--- src/rtl/arr_mult_pkg.sv ---
// Shared definitions for the sequential shift-add multiplier.
//   DEFAULT_INPUT_BIT_SIZE  : default operand width
//   DEFAULT_OUTPUT_BIT_SIZE : default product width (always twice the operand width)
//   mult_state_e            : controller state encoding (IDLE, BUSY, DONE)
package arr_mult_pkg;

    localparam int DEFAULT_INPUT_BIT_SIZE  = 32;
    localparam int DEFAULT_OUTPUT_BIT_SIZE = 2 * DEFAULT_INPUT_BIT_SIZE;

    typedef enum logic [1:0] {
        ST_IDLE = 2'd0,
        ST_BUSY = 2'd1,
        ST_DONE = 2'd2
    } mult_state_e;

endpackage

--- src/rtl/seq_mult_datapath.sv ---
// Shift-add datapath: operand registers, shifter, adder, accumulator and the
// registered product.
//   clk    : rising-edge clock
//   reset  : synchronous active-high reset, clears every register
//   load   : capture in_a/in_b and clear the accumulator (accepted start)
//   step   : perform one shift-add iteration
//   finish : qualifies the final step; the completed sum goes to out
//   in_a   : unsigned multiplicand
//   in_b   : unsigned multiplier
//   out    : registered product, held until the next completed operation
module seq_mult_datapath
    import arr_mult_pkg::*;
#(
    parameter int INPUT_BIT_SIZE  = DEFAULT_INPUT_BIT_SIZE,
    parameter int OUTPUT_BIT_SIZE = 2 * INPUT_BIT_SIZE
) (
    input  logic                       clk,
    input  logic                       reset,
    input  logic                       load,
    input  logic                       step,
    input  logic                       finish,
    input  logic [INPUT_BIT_SIZE-1:0]  in_a,
    input  logic [INPUT_BIT_SIZE-1:0]  in_b,
    output logic [OUTPUT_BIT_SIZE-1:0] out
);

    logic [OUTPUT_BIT_SIZE-1:0] mcand_r;
    logic [INPUT_BIT_SIZE-1:0]  mplier_r;
    logic [OUTPUT_BIT_SIZE-1:0] acc_r;
    logic [OUTPUT_BIT_SIZE-1:0] out_r;
    logic [OUTPUT_BIT_SIZE-1:0] addend_s;
    logic [OUTPUT_BIT_SIZE-1:0] sum_s;

    // Adder: accumulator plus the shifted multiplicand when the multiplier LSB is set.
    // Both are full product width, so the sum can never overflow.
    always_comb begin
        addend_s = {OUTPUT_BIT_SIZE{1'b0}};
        if (mplier_r[0]) begin
            addend_s = mcand_r;
        end else begin
            addend_s = {OUTPUT_BIT_SIZE{1'b0}};
        end
        sum_s = acc_r + addend_s;
    end

    // Operand and accumulator registers: load on start, shift-add on each step.
    always_ff @(posedge clk) begin
        if (reset) begin
            mcand_r  <= {OUTPUT_BIT_SIZE{1'b0}};
            mplier_r <= {INPUT_BIT_SIZE{1'b0}};
            acc_r    <= {OUTPUT_BIT_SIZE{1'b0}};
        end else if (load) begin
            mcand_r  <= {{(OUTPUT_BIT_SIZE-INPUT_BIT_SIZE){1'b0}}, in_a};
            mplier_r <= in_b;
            acc_r    <= {OUTPUT_BIT_SIZE{1'b0}};
        end else if (step) begin
            mcand_r  <= {mcand_r[OUTPUT_BIT_SIZE-2:0], 1'b0};
            mplier_r <= {1'b0, mplier_r[INPUT_BIT_SIZE-1:1]};
            acc_r    <= sum_s;
        end else begin
            mcand_r  <= mcand_r;
            mplier_r <= mplier_r;
            acc_r    <= acc_r;
        end
    end

    // Product register: takes the sum of the final step directly, so the
    // result appears on the same edge the controller enters DONE.
    always_ff @(posedge clk) begin
        if (reset) begin
            out_r <= {OUTPUT_BIT_SIZE{1'b0}};
        end else if (step && finish) begin
            out_r <= sum_s;
        end else begin
            out_r <= out_r;
        end
    end

    assign out = out_r;

endmodule

--- src/rtl/seq_multiplier.sv ---
// Sequential unsigned multiplier, one shift-add step per clock, fixed latency
// of INPUT_BIT_SIZE cycles from the accepted Start edge to Done.
//   Clk   : rising-edge clock
//   Reset : synchronous active-high reset, aborts any operation
//   Start : request; accepted in IDLE or DONE, ignored in BUSY
//   InA   : unsigned multiplicand, captured on an accepted Start
//   InB   : unsigned multiplier, captured on an accepted Start
//   Busy  : high while an operation is in progress
//   Done  : one-cycle pulse when Out carries a new product
//   Out   : registered product
module seq_multiplier
    import arr_mult_pkg::*;
#(
    parameter int INPUT_BIT_SIZE  = DEFAULT_INPUT_BIT_SIZE,
    parameter int OUTPUT_BIT_SIZE = 2 * INPUT_BIT_SIZE
) (
    input  logic                       Clk,
    input  logic                       Reset,
    input  logic                       Start,
    input  logic [INPUT_BIT_SIZE-1:0]  InA,
    input  logic [INPUT_BIT_SIZE-1:0]  InB,
    output logic                       Busy,
    output logic                       Done,
    output logic [OUTPUT_BIT_SIZE-1:0] Out
);

    // Wide enough to hold INPUT_BIT_SIZE, so the count never wraps mid-operation.
    localparam int CNT_W = $clog2(INPUT_BIT_SIZE + 1);

    mult_state_e      state_r;
    mult_state_e      state_next_s;
    logic [CNT_W-1:0] cnt_r;
    logic             accept_s;
    logic             step_s;
    logic             last_s;

    assign accept_s = Start && ((state_r == ST_IDLE) || (state_r == ST_DONE));
    assign step_s   = (state_r == ST_BUSY);
    assign last_s   = step_s && (cnt_r == CNT_W'(INPUT_BIT_SIZE - 1));

    // State register; Reset wins over everything, including a coincident Start.
    always_ff @(posedge Clk) begin
        if (Reset) begin
            state_r <= ST_IDLE;
        end else begin
            state_r <= state_next_s;
        end
    end

    // Next-state logic; DONE can restart directly for back-to-back operation.
    always_comb begin
        state_next_s = state_r;
        case (state_r)
            ST_IDLE: begin
                if (Start) begin
                    state_next_s = ST_BUSY;
                end else begin
                    state_next_s = ST_IDLE;
                end
            end
            ST_BUSY: begin
                if (last_s) begin
                    state_next_s = ST_DONE;
                end else begin
                    state_next_s = ST_BUSY;
                end
            end
            ST_DONE: begin
                if (Start) begin
                    state_next_s = ST_BUSY;
                end else begin
                    state_next_s = ST_IDLE;
                end
            end
            default: begin
                state_next_s = ST_IDLE;
            end
        endcase
    end

    // Output decode from the registered state.
    always_comb begin
        Busy = 1'b0;
        Done = 1'b0;
        case (state_r)
            ST_BUSY: begin
                Busy = 1'b1;
                Done = 1'b0;
            end
            ST_DONE: begin
                Busy = 1'b0;
                Done = 1'b1;
            end
            default: begin
                Busy = 1'b0;
                Done = 1'b0;
            end
        endcase
    end

    // Iteration counter: cleared on accept, advanced once per BUSY step.
    always_ff @(posedge Clk) begin
        if (Reset) begin
            cnt_r <= {CNT_W{1'b0}};
        end else if (accept_s) begin
            cnt_r <= {CNT_W{1'b0}};
        end else if (step_s) begin
            cnt_r <= cnt_r + CNT_W'(1'b1);
        end else begin
            cnt_r <= cnt_r;
        end
    end

    seq_mult_datapath #(
        .INPUT_BIT_SIZE  (INPUT_BIT_SIZE),
        .OUTPUT_BIT_SIZE (OUTPUT_BIT_SIZE)
    ) u_datapath (
        .clk    (Clk),
        .reset  (Reset),
        .load   (accept_s),
        .step   (step_s),
        .finish (last_s),
        .in_a   (InA),
        .in_b   (InB),
        .out    (Out)
    );

endmodule

--- config.mk ---
export PLATFORM = sky130hd
export DESIGN_NAME = seq_multiplier
export DESIGN_NICKNAME = d
export VERILOG_FILES = /design/src/rtl/arr_mult_pkg.sv /design/src/rtl/seq_mult_datapath.sv /design/src/rtl/seq_multiplier.sv
export SDC_FILE = /design/constraint.sdc
export NUM_CORES = 1
export LEC_CHECK = 0
export ABC_AREA = 1
export BUFFER_PORTS_ARGS = -buffer_cell sky130_fd_sc_hd__clkbuf_2
export CORE_ASPECT_RATIO = 0.75
export CORE_UTILIZATION = 45
export CTS_BUF_LIST = sky130_fd_sc_hd__clkbuf_4 sky130_fd_sc_hd__clkbuf_8
export DETAILED_ROUTE_END_ITERATION = 10
export SLEW_MARGIN = 20
export SYNTH_ARGS = -nofsm -noshare
export SYNTH_HDL_FRONTEND = slang
export SYNTH_SLANG_ARGS = --single-unit
--- constraint.sdc ---
create_clock -name Clk -period 3.85 [get_ports Clk]
set_clock_uncertainty 0.2 [all_clocks]
set_input_delay 0.77 -clock Clk [delete_from_list [all_inputs] [get_ports Clk]]
set_output_delay 0.77 -clock Clk [all_outputs]
set_load 0.005 [all_outputs]
==> flow_summary.json <==
{
  "status": "finished clean",
  "dpl.hpwl_um": 40500,
  "die_area_mm2": 0.0352,
  "ir_drop_uv": 304,
  "final_util_pct": 51.4,
  "route.detailed.drc": 0,
  "post_cts_buffers": 0,
  "critPathLaunchType": "register",
  "endpoint_kind": "register",
  "p_leak_uw": 0.0102,
  "crit_arrival_ns": 3.44,
  "worstPathCellList": "buf_4, nand2_1, inv_1, ha_1, nand2_1, inv_1, nand2_1, nand2_1, a21oi_1, nand2_1, a21oi_1, nand2_1, nand2_1, nand3_1, nand2_1, inv_1",
  "ys_types": 35,
  "multi_input_area_mm2": 0.00846,
  "post-place-ws_ns": 0.771,
  "die_h_um": 163,
  "synth_edf_count": 0,
  "antenna_found_initial": 0,
  "clk_latency_ns": 0.60,
  "criticalPathCategory": "register to register",
  "finalWorstSetupSlack_ns": 0.691,
  "first_global_vias": 14545,
  "final_cell_mix": "nand2_1 (880), inv_1 (540), nor2_1 (358), dfxtp_1 (231), o21ai_0 (161)",
  "crit_fanout": 28,
  "grt_max_degree": 89,
  "drv_cap": 0,
  "initial_core_util_pct": 46.0,
  "layout.nets": 2943,
  "fmax_mhz": 317,
  "power_frac_clock_pct": 42.2,
  "min_path_type": "input pin to register",
  "io_buffers": 132,
  "fillers": 3610,
  "synth-seq-cells": 232,
  "syn_area_per_cell_um2": 5.73,
  "synthFlopType": "dfxtp_1",
  "crit_family": "simple AND/OR/NAND/NOR gates",
  "final_common_cell": "nand2_1",
  "grt_overflow_total": 0,
  "clockBufferDepth": 3,
  "syn_to_final_growth_pct": 11.8,
  "async_flop_share_pct": 0,
  "drt_pass1_iterations": 5,
  "cts_tree": "built",
  "synth_nets": 2839,
  "path_buf_inv": 4,
  "period_minus_slack_ns": 3.16,
  "internal-power_uw": 4030,
  "num_antenna_cells": 0,
  "num_io_pins": 133,
  "rows": 58,
  "coreArea_mm2": 0.0337,
  "regArea_mm2": 0.00465,
  "route.vias.total": 16194,
  "rsz0062_at_grt": "false",
  "cts_root_buffer": "clkbuf_8",
  "drtAntennaViolNets": 0,
  "finalSetupTns_ns": 0,
  "cts.sinks": 232,
  "syn_inst": 2707,
  "vias_per_cell": 4.93,
  "fin_hold_ws_ns": 0.210,
  "max_stage_delay_ns": 0.34,
  "yosysWarnings": 0,
  "cp.required_ns": 4.13,
  "die_width_um": 216,
  "cts.htree.levels": 2,
  "critPathSlowestCell": "dfxtp_2",
  "grt_use_total_pct": 29.8,
  "sequentialPowerShare_pct": 45.5,
  "setup_viol": 0,
  "numCtsBuffers": 39,
  "grt_pass1_wl_um": 81600,
  "swShare_pct": 28.9,
  "ys_seq_area_share_pct": 29.9,
  "cp_common_cell": "nand2_1",
  "drtIter0Drc": 1473,
  "wirelength_um": 52300,
  "power_switching_uw": 1640,
  "p_comb_share_pct": 12.3,
  "period_share_pct": 82.0,
  "cts_resized": 0,
  "gp_congestion": 0.946,
  "worstMarginPinSlew_ns": 0.994,
  "syn_area_mm2": 0.0155,
  "routedWlPerCell_um": 15.9,
  "path_clk_slew_ns": 0.06,
  "slew_headroom_pct": 33.7,
  "drive_above_1_share_pct": 9.28,
  "hold_viol_final": 0,
  "slew_violations": 0,
  "power.density_mw_per_mm2": 327,
  "ctsHoldBuffers": 0
}
[per-layer routing]
layer | vias to the layer above | GRT usage, % | routed length (um)
li1 | 8343 | - | -
met4 | 0 | 5.44 | 727
met1 | 7291 | 48.0 | 28000
met3 | 50 | 4.52 | 3790
met2 | 510 | 40.9 | 19800
met5 | - | 0 | 0
[worst paths after layout]
kind | from | end | slack [ns] | cells after the start
min | InA[22] | u_datapath.mcand_r[22] | 0.21 | 3
max | u_datapath.mplier_r[0] | u_datapath.out[59] | 0.69 | 16
min reg2reg | u_datapath.mcand_r[63] | u_datapath.mcand_r[63] | 0.26 | 2
max reg2reg | u_datapath.mplier_r[0] | u_datapath.out[59] | 0.69 | 16
[Yosys cell counts, drive strengths merged (14+ instances only)]
library cell | number | area [um^2]
xor2 | 22 | 193
dfxtp | 232 | 4640
clkbuf | 63 | 236
ha | 64 | 801
nand3 | 132 | 691
nor3 | 19 | 138
nand2 | 894 | 3390
o21ai | 173 | 866
nor2 | 368 | 1410
o211ai | 14 | 105
inv | 549 | 2060
buf | 26 | 129
a21oi | 115 | 576
[power by group through the flow]
stage | sequential, uW | clock, uW | combinational, uW
4_1_cts | 2580 | 2430 | 695
3_3_place_gp | 2630 | 0 | 681
6_report | 2580 | 2390 | 696
3_5_place_dp | 2630 | 0 | 692
2_1_floorplan | 2600 | 0 | 497
5_1_grt | 2590 | 2550 | 791
[final cells by class]
class	count	share of cell area (%)
Clock buffer	56	4.04
Tap cell	450	3.24
Clock inverter	7	0.570
Inverter	549	11.9
Multi-Input combinational cell	1837	48.7
Timing Repair Buffer	152	4.74
Sequential cell	232	26.8
[state kept, by name (all words and copies together) (netlist names)]
signal and cells:
state_r 2, cnt_r 6, u_datapath.mcand_r 64, u_datapath.out 64, u_datapath.acc_r 64, u_datapath.mplier_r 32
[logic make-up (layout without fill, tap and decap cells)]
logic type | count (synthesis) | count (layout) | synth area share (%)
AND/OR/NAND/NOR | 1433 | 1433 | 37.1
buffers and inverters | 638 | 764 | 15.6
AO/OA/AOI/OAI | 310 | 310 | 10.4
flip-flops | 232 | 232 | 29.9
adder cells (fa/ha/maj) | 65 | 65 | 5.29
XOR/XNOR | 29 | 29 | 1.64
[worst register-to-register path, delay by kind of cell, from the launching register on]
family,cells,cell delay [ns]
flip-flops,1,0.34
AND/OR/NAND/NOR,9,1.08
AO/OA/AOI/OAI,2,0.63
adder cells (fa/ha/maj),1,0.28
buffers and inverters,4,0.53
[per-stage QoR]
step	instances	area [um^2]	total power (uW)
6_report	3283	17400	5670
5_1_grt	3283	17400	5930
4_1_cts	3283	17400	5710
3_5_place_dp	3220	16600	3320
3_3_place_gp	3220	16600	3310
2_1_floorplan	2707	15500	3100
(Power assumes the default switching activity.)
